==> src/rtl/seq_mult_pkg.sv <==
// Shared types and helpers for the sequential shift-add multiplier.
package seq_mult_pkg;

    typedef enum logic [1:0] {
        IDLE = 2'd0,
        RUN  = 2'd1,
        FIX  = 2'd2
    } state_e;

    // Bits needed to represent values 0..n-1.
    function automatic int clog2(input int n);
        int r;
        r = 0;
        for (int i = 0; i < 31; i++) begin
            if ((1 << i) < n) r = i + 1;
        end
        return r;
    endfunction

endpackage

==> src/rtl/seq_mult_if.sv <==
// Operand/result bundle between the operand producer and the multiplier.
interface seq_mult_if #(
    parameter int WIDTH = 8
) ();
    logic               start;
    logic               signed_mode;
    logic [WIDTH-1:0]   in_1;
    logic [WIDTH-1:0]   in_2;
    logic [2*WIDTH-1:0] out;
    logic               ready;
    logic               done;

    modport master (
        output start, signed_mode, in_1, in_2,
        input  out, ready, done
    );

    modport slave (
        input  start, signed_mode, in_1, in_2,
        output out, ready, done
    );
endinterface

==> src/rtl/seq_mult_ctrl.sv <==
// Sequencing FSM: accepts a request, counts WIDTH shift-add steps, then one fix-up step.
//   state | meaning
//   IDLE  | ready, waiting for start
//   RUN   | one shift-add step per edge, WIDTH steps
//   FIX   | sign correction and result write, done pulses next cycle
module seq_mult_ctrl
    import seq_mult_pkg::*;
#(
    parameter int WIDTH = 8,
    parameter int CW    = clog2(WIDTH + 1)
) (
    input  logic          clk,
    input  logic          rst,
    input  logic          start_i,
    output logic          ready_o,
    output logic          done_o,
    output logic          accept_o,
    output logic          run_o,
    output logic          fix_o,
    output logic [CW-1:0] step_o
);

    state_e        state_q, state_d;
    logic [CW-1:0] cnt_q, cnt_d;
    logic          done_q, done_d;

    always_ff @(posedge clk) begin
        if (rst) begin
            state_q <= IDLE;
            cnt_q   <= '0;
            done_q  <= 1'b0;
        end else begin
            state_q <= state_d;
            cnt_q   <= cnt_d;
            done_q  <= done_d;
        end
    end

    always_comb begin
        state_d  = state_q;
        cnt_d    = cnt_q;
        done_d   = 1'b0;
        accept_o = 1'b0;
        run_o    = 1'b0;
        fix_o    = 1'b0;
        case (state_q)
            IDLE: begin
                if (start_i) begin
                    accept_o = 1'b1;
                    cnt_d    = '0;
                    state_d  = RUN;
                end
            end
            RUN: begin
                run_o = 1'b1;
                cnt_d = cnt_q + 1'b1;
                if (cnt_q == CW'(WIDTH - 1)) state_d = FIX;
            end
            FIX: begin
                fix_o   = 1'b1;
                done_d  = 1'b1;
                state_d = IDLE;
            end
            default: state_d = IDLE;
        endcase
    end

    assign ready_o = (state_q == IDLE);
    assign done_o  = done_q;
    assign step_o  = cnt_q;

endmodule

==> src/rtl/seq_multiplier.sv <==
// WIDTH x WIDTH shift-add multiplier, signed or unsigned, WIDTH+1 cycles per product.
module seq_multiplier
    import seq_mult_pkg::*;
#(
    parameter int WIDTH = 8
) (
    input  logic    clk,
    input  logic    rst,
    seq_mult_if.slave bus
);

    localparam int CW = clog2(WIDTH + 1);

    logic          accept, run, fix;
    logic [CW-1:0] step;

    logic [WIDTH-1:0]   mcand_q, mcand_d;
    logic [WIDTH-1:0]   mplier_q, mplier_d;
    logic [2*WIDTH-1:0] acc_q, acc_d;
    logic [2*WIDTH-1:0] out_q, out_d;
    logic               neg_q, neg_d;

    seq_mult_ctrl #(.WIDTH(WIDTH), .CW(CW)) u_ctrl (
        .clk      (clk),
        .rst      (rst),
        .start_i  (bus.start),
        .ready_o  (bus.ready),
        .done_o   (bus.done),
        .accept_o (accept),
        .run_o    (run),
        .fix_o    (fix),
        .step_o   (step)
    );

    always_ff @(posedge clk) begin
        if (rst) begin
            mcand_q  <= '0;
            mplier_q <= '0;
            acc_q    <= '0;
            out_q    <= '0;
            neg_q    <= 1'b0;
        end else begin
            mcand_q  <= mcand_d;
            mplier_q <= mplier_d;
            acc_q    <= acc_d;
            out_q    <= out_d;
            neg_q    <= neg_d;
        end
    end

    // Operands are held as magnitudes; the most negative value negates to itself,
    // which read as unsigned is exactly its magnitude.
    always_comb begin
        mcand_d  = mcand_q;
        mplier_d = mplier_q;
        acc_d    = acc_q;
        out_d    = out_q;
        neg_d    = neg_q;
        if (accept) begin
            mcand_d  = (bus.signed_mode && bus.in_1[WIDTH-1]) ? -bus.in_1 : bus.in_1;
            mplier_d = (bus.signed_mode && bus.in_2[WIDTH-1]) ? -bus.in_2 : bus.in_2;
            neg_d    = bus.signed_mode & (bus.in_1[WIDTH-1] ^ bus.in_2[WIDTH-1]);
            acc_d    = '0;
        end
        if (run) begin
            if (mplier_q[0]) acc_d = acc_q + ({{WIDTH{1'b0}}, mcand_q} << step);
            mplier_d = mplier_q >> 1;
        end
        if (fix) out_d = neg_q ? -acc_q : acc_q;
    end

    assign bus.out = out_q;

endmodule

==> src/flat_wrapper.sv <==
// flat-port wrapper written by rule: the top's interface ports become plain ports
module seq_multiplier_flat import seq_mult_pkg::*;
#(
    parameter int WIDTH = 8
)
  (clk, rst, bus_start, bus_signed_mode, bus_in_1, bus_in_2, bus_out, bus_ready, bus_done);
  seq_mult_if #(.WIDTH(WIDTH)) bus_i ();
  input  logic clk;
  input  logic rst;
  input wire logic [$bits(bus_i.start)-1:0] bus_start;
  input wire logic [$bits(bus_i.signed_mode)-1:0] bus_signed_mode;
  input wire logic [$bits(bus_i.in_1)-1:0] bus_in_1;
  input wire logic [$bits(bus_i.in_2)-1:0] bus_in_2;
  output wire logic [$bits(bus_i.out)-1:0] bus_out;
  output wire logic [$bits(bus_i.ready)-1:0] bus_ready;
  output wire logic [$bits(bus_i.done)-1:0] bus_done;
  assign bus_i.start = bus_start;
  assign bus_i.signed_mode = bus_signed_mode;
  assign bus_i.in_1 = bus_in_1;
  assign bus_i.in_2 = bus_in_2;
  assign bus_out = bus_i.out;
  assign bus_ready = bus_i.ready;
  assign bus_done = bus_i.done;
  seq_multiplier #(.WIDTH(WIDTH)) u_core (.clk(clk), .rst(rst), .bus(bus_i));
endmodule
==> config.mk <==
export PLATFORM = sky130hd
export DESIGN_NAME = seq_multiplier_flat
export DESIGN_NICKNAME = d
export VERILOG_FILES = /design/src/rtl/seq_mult_pkg.sv /design/src/rtl/seq_mult_if.sv /design/src/rtl/seq_mult_ctrl.sv /design/src/rtl/seq_multiplier.sv /design/src/flat_wrapper.sv
export SDC_FILE = /design/constraint.sdc
export NUM_CORES = 1
export LEC_CHECK = 0
export ABC_AREA = 1
export ABC_CLOCK_PERIOD_IN_PS = 2400
export BUFFER_PORTS_ARGS = -buffer_cell sky130_fd_sc_hd__buf_2
export CORE_MARGIN = 5
export CORE_UTILIZATION = 54
export DETAILED_ROUTE_END_ITERATION = 7
export PLACE_DENSITY_LB_ADDON = 0.25
export SLEW_MARGIN = 20
export SYNTH_ARGS = -nofsm -noshare
export SYNTH_HDL_FRONTEND = slang
export SYNTH_HIERARCHICAL = 1
export SYNTH_SLANG_ARGS = --single-unit
==> constraint.sdc <==
create_clock -name clk -period 2.4 [get_ports clk]
set_input_delay 0.36 -clock clk [delete_from_list [all_inputs] [get_ports clk]]
set_output_delay 0.36 -clock clk [all_outputs]
set_load 0.01 [all_outputs]
# Word-level counts from Yosys, hierarchy flattened
# Cells that the tools add are included.
# op_classes
n_addsub,5
eq_ne,5
shifts,1
mux,17
bitwise_logic,2
reduce_logical,8
# op_table
op,n
$mux W16,4
$add A16 B16 Y16,1
$mux W8,2
$neg A16 Y16,1
$neg A8 Y8,2
$shl A8 B4 Y16,1
$mux W7,2
$pmux W4 S2,1
$add A4 B1 Y4 const B,1
$eq A4 B3 Y1 const B,1
$mux W1,4
$mux W2,2
$mux W4,1
$ne A2 B2 Y1 const B,2
$pmux W2 S2,1
$reduce_and A2 Y1,2
$reduce_bool A2 Y1,2
$eq A2 B1 Y1 const B,1
$eq A2 B2 Y1 const B,1
$logic_and A1 B1 Y1,2
$logic_not A2 Y1,1
$reduce_or A2 Y1,1
$and A1 B1 Y1,1
$xor A1 B1 Y1,1
# totals
ff_bits,56
in_bits,20
output_inout_bits,18
word_cells,47

# Logic depth before layout (Yosys ltp)
# depth
depth_word,5
depth_mapped,19
ltp_nobuf,18

# Modules after synthesis
# Netlist, hierarchy kept.
# by_module_without_submodules
module,instances,cells_each,area_per_inst_um2
seq_multiplier,1,580,3647.2
seq_mult_ctrl,1,45,321.6

# Worst setup path before layout
# Ideal clock, no wire load.
# synth_timing
path_type,reg-to-reg
startpoint,reg u_core.u_ctrl.cnt_q[0] (netlist: u_core/u_ctrl/step_o[0])
endpoint,reg u_core.acc_q[7]
setup_time_ps,115
arrival_ps,2147
required_time_ps,2285
setup_slack_ps,137
path_stages_with_launch,18
path_buffers,1
period_less_slack_ps,2263
cell_sequence,dfxtp_1 > buf_6 > inv_8 > nand2_1 > nand2_1 > o21ai_0 > nand2_1 > nand2_1 > nor2_1 > ha_1 > nand2_2 > inv_1 > a21oi_1 > nand2_1 > o21ai_0 > a21oi_1 > o21ai_0 > inv_1
# synth_via
elab_chain_len,4
# synth_rtl
item,line_no,source
"start, declared",seq_mult_ctrl.sv:24,"logic [CW-1:0] cnt_q, cnt_d;"
"start signal, assigned",seq_mult_ctrl.sv:34,cnt_q <= cnt_d;
$shl A8 B4 Y16,seq_multiplier.sv:66,"if (mplier_q[0]) acc_d = acc_q + ({{WIDTH{1'b0}}, mcand_q} << step);"
$add A16 B16 Y16,seq_multiplier.sv:66,
$mux W16,seq_multiplier.sv:66,
$mux W16,seq_multiplier.sv:65,if (run) begin
"end signal, assigned",seq_multiplier.sv:39,acc_q <= '0;
"end signal, assigned",seq_multiplier.sv:45,acc_q <= acc_d;
"end, declared",seq_multiplier.sv:19,"logic [2*WIDTH-1:0] acc_q, acc_d;"
# No other way between the ends.
# A chain may end at the register's enable or synchronous reset.

# Final worst setup path
# layout_timing
startpoint,reg u_core.u_ctrl.cnt_q[0] (netlist: u_core/u_ctrl/step_o[0])
endpoint,reg u_core.acc_q[10]
# Same word-level chain as after synthesis.

==> impl_metrics.csv <==
group,metric,value,unit
layout,diodes,0,
logic_synthesis,yosys_warnings,6,
logic_synthesis,syn_nets,665,
timing,fin_crit,2.416,ns
floorplan,start_util,55.01,%
layout,utilization,68.45,%
drt,drc,0,
logic_synthesis,synth_area_leaders,"dfxtp_1 (28%), nand2_1 (15%), inv_1 (7.2%), a21oi_1 (6.6%), o21ai_0 (6.1%)",
place,portBuffers,37,
grt,antenna_found_initial,0,
timing,fmaxAchievable,0.4139,GHz
logic_synthesis,post-synth-top-count-cell,"nand2_1",
clocking,cts-root-buf,"clkbuf_8",
clocking,clk-insertion-delay-late,0.32,ns
logic_synthesis,synthXorXnorAreaFrac,2.207,%
setup_path,crit_type,"register to register",
logic_synthesis,synthCells,625,
timing,setup_violations,2,
timing,rsz0062_at_grt,"true",
clocking,cts.sinks,56,
floorplan,die_area,0.009164,mm2
setup_path,max_stage_delay,0.38,ns
drt,drt_iter0_markers,297,
place,post-dp-hpwl,8347,um
logic_synthesis,synthArstFlopShare,0,%
outcome,status,"finished with violations",
logic_synthesis,synth_fa_ha_area_share,6.494,%
floorplan,fp.dieH,95.73,um
logic_synthesis,ys_ff_latch,56,
setup_path,worstPathArrival,2.67,ns
power,p_per_area,412.0,mW/mm2
floorplan,die_x,95.73,um
logic_synthesis,ys_seq_area_share,28.25,%
grt,grt_start_max_net_pins,28,
setup_path,crit_required,2.65,ns
floorplan,rows,31,
outcome,failed_checks,"setup timing",
logic_synthesis,synth_compound_area_share,20.93,%
min_path,whs_path_depth,3,
logic_synthesis,ys.flop_type,"dfxtp_1",
timing,final.setup_skew,0.01281,ns
power,p_leak,0.002377,uW
logic_synthesis,synth_top_cell_area_share,28.25,%
drt,dr.max_layer_used,"met4",
timing,worst_pin_slew,0.7505,ns
clocking,clockBufferDepth,2,
grt,grt_usage,24.11,%
layout,fin_nets,730,
drt,viasPerCell,5.549,
layout,drive_gt1_share,26.34,%
drt,drt_wl_total,11370,um
clocking,cts_buffers,5,
timing,drv_slew,0,
timing,min_period_over_period,100.7,%
drt,postRouteAntennaNets,0,
floorplan,core-area,0.007214,mm2
logic_synthesis,synth_area,0.003969,mm2
setup_path,worstPathCellList,"buf_12, clkinv_8, nand2_1, nand3_1, nand2_2, nor2_2, ha_1, or2_0, nand3b_1, nand2_2, a21oi_2, xnor2_2, nand2_1, a21oi_1",
min_path,hold_path_class,"input port to register",
logic_synthesis,synth_mux_area_share,0.2522,%
setup_path,path_buf_inv,2,
power,irDropWorstVdd,0.3832,mV
drt,wl_met3,706,um
clocking,path_clk_slew,0.10,ns
setup_path,crit_path_start_kind,"register",
timing,relSlewSlack,49.91,%
run,cap_viol_max_count,0,
timing,setup_ws,-0.01619,ns
floorplan,ios,38,
logic_synthesis,synth_common_cells,"nand2_1 (159), inv_1 (76), nor2_1 (62)",
logic_synthesis,synth_edf_count,0,
drt,met2WireLength,5450,um
drt,dr.pass1.iters,7,
grt,grt_first_pass_wirelength,17570,um
setup_path,cpMaxStageDelayCell,"dfxtp_4",
place,routabilityCongestion,0.9992,
setup_path,worstPathMaxFanout,7,
clocking,cts-htree-levels,2,
setup_path,end_kind,"register",
drt,route.detailed.wl_per_inst,14.39,um
drt,met1_length,4939,um
setup_path,cp_top_family,"simple AND/OR/NAND/NOR gates",
logic_synthesis,synth_top_family_by_area,"simple AND/OR/NAND/NOR gates",
timing,finalHoldViolCount,0,
drt,num_vias,4384,
logic_synthesis,yosys.area.top_type,"dfxtp_1",
setup_path,r2r_cells,14,
logic_synthesis,synth-simple-area-share,31.78,%
logic_synthesis,synthDistinctLibCells,41,
setup_path,critical_path_depth,14,
clocking,cts_tree,"built",
grt,grt_pass1_vias,3792,
grt,grt-ovfl-total,0,
timing,hold_slack,0.3083,ns
logic_synthesis,synth_area_per_cell,6.350,um2
layout,syn2layout_area_growth,24.43,%
-- final cells by class --
cell class / instances / area (um2)
multi-input combinational: 470 / 2775
sequential: 56 / 1126
clock buffer: 6 / 72.57
tap: 99 / 123.9
clock inverter: 2 / 16.27
inverter: 81 / 316.6
fill: 669 / 2276
timing repair buffer: 76 / 508.0
-- power breakdown --
group	leakage [uW]	total (uW)	internal, uW	switching, uW
Sequential	0.000456	1000	961	42.0
Combinational	0.00188	502	207	295
Clock	0.0000414	529	209	321
-- path summary, 6_finish.rpt --
kind / start / to / slack (ns)
setup reg to reg: u_core/u_ctrl/step_o[0] / u_core/acc_q[10] / -0.02
setup / recovery: u_core/u_ctrl/step_o[0] / u_core/acc_q[10] / -0.02
hold / removal: bus_in_1[7] / u_core/mcand_q[7] / 0.31
hold reg to reg: u_core/mplier_q[2] / u_core/mplier_q[1] / 0.48
-- sequential cells by signal (all words and copies together) (netlist names) --
register / flops
u_core/acc_q: 16
u_core/bus.out: 16
u_core/mcand_q: 8
u_core/mplier_q: 8
u_core/u_ctrl/step_o: 4
u_core/u_ctrl/state_q: 2
u_core/neg_q: 1
u_core/u_ctrl/done_o: 1
-- per-stage QoR --
step           cell area, um2  worst slack [ns]  instances  TNS [ns]  power, uW
2_1_floorplan            3969            0.1371        625         0       1279
3_3_place_gp             4434          -0.02817        774  -0.03895       1402
3_5_place_dp             4434           -0.1034        774   -0.4626       1413
4_1_cts                  4549          0.004999        783         0       1942
5_1_grt                  4938           -0.1397        790   -0.8691       2144
6_report                 4938          -0.01619        790  -0.02604       2034
-- routing by layer --
metal / track usage [%] / vias to the layer above
li1: - / 2191
met1: 31.97 / 2007
met3: 3.518 / 28
met5: 0 / -
met4: 6.754 / 0
met2: 40.71 / 158
-- cells in the final DEF (no fill, tap or decap), types with 14 or more instances in the layout --
cell type and n:
nand2_1 141, inv_1 76, dfxtp_1 54, nor2_1 51, a21oi_1 39, o21ai_0 39
buf_2 37, buf_4 37, nand3_1 34, nand2_2 23, nor2_2 14, a21oi_2 14
-- tightest hold or removal path: cells and delay by family --
kind / cells / cell delay (ns)
buf+inv: 1 / 0.11
compound gates: 1 / 0.05
simple gates: 1 / 0.06
-- repair_timing --
| action | 4_1_cts | 5_1_grt |
|---|---|---|
| gates cloned | 0 | 1 |
| endpoints found under the setup margin | 8 | 11 |
| hold buffers | 0 | 0 |
| setup buffers | 1 | 6 |
| gates resized for setup | 10 | 79 |
| pin swaps | 2 | 37 |
-- logic make-up (layout without fill, tap and decap cells) --
logic type,after synthesis,after routing
buffers and inverters,99,165
muxes,1,1
AOI/OAI and AO/OA,145,145
adders and majority gates,20,20
DFF,56,56
and+or+nand+nor,294,294
xor gates and xnor gates,10,10
No activity file was read; power rests on OpenSTA's default activity.
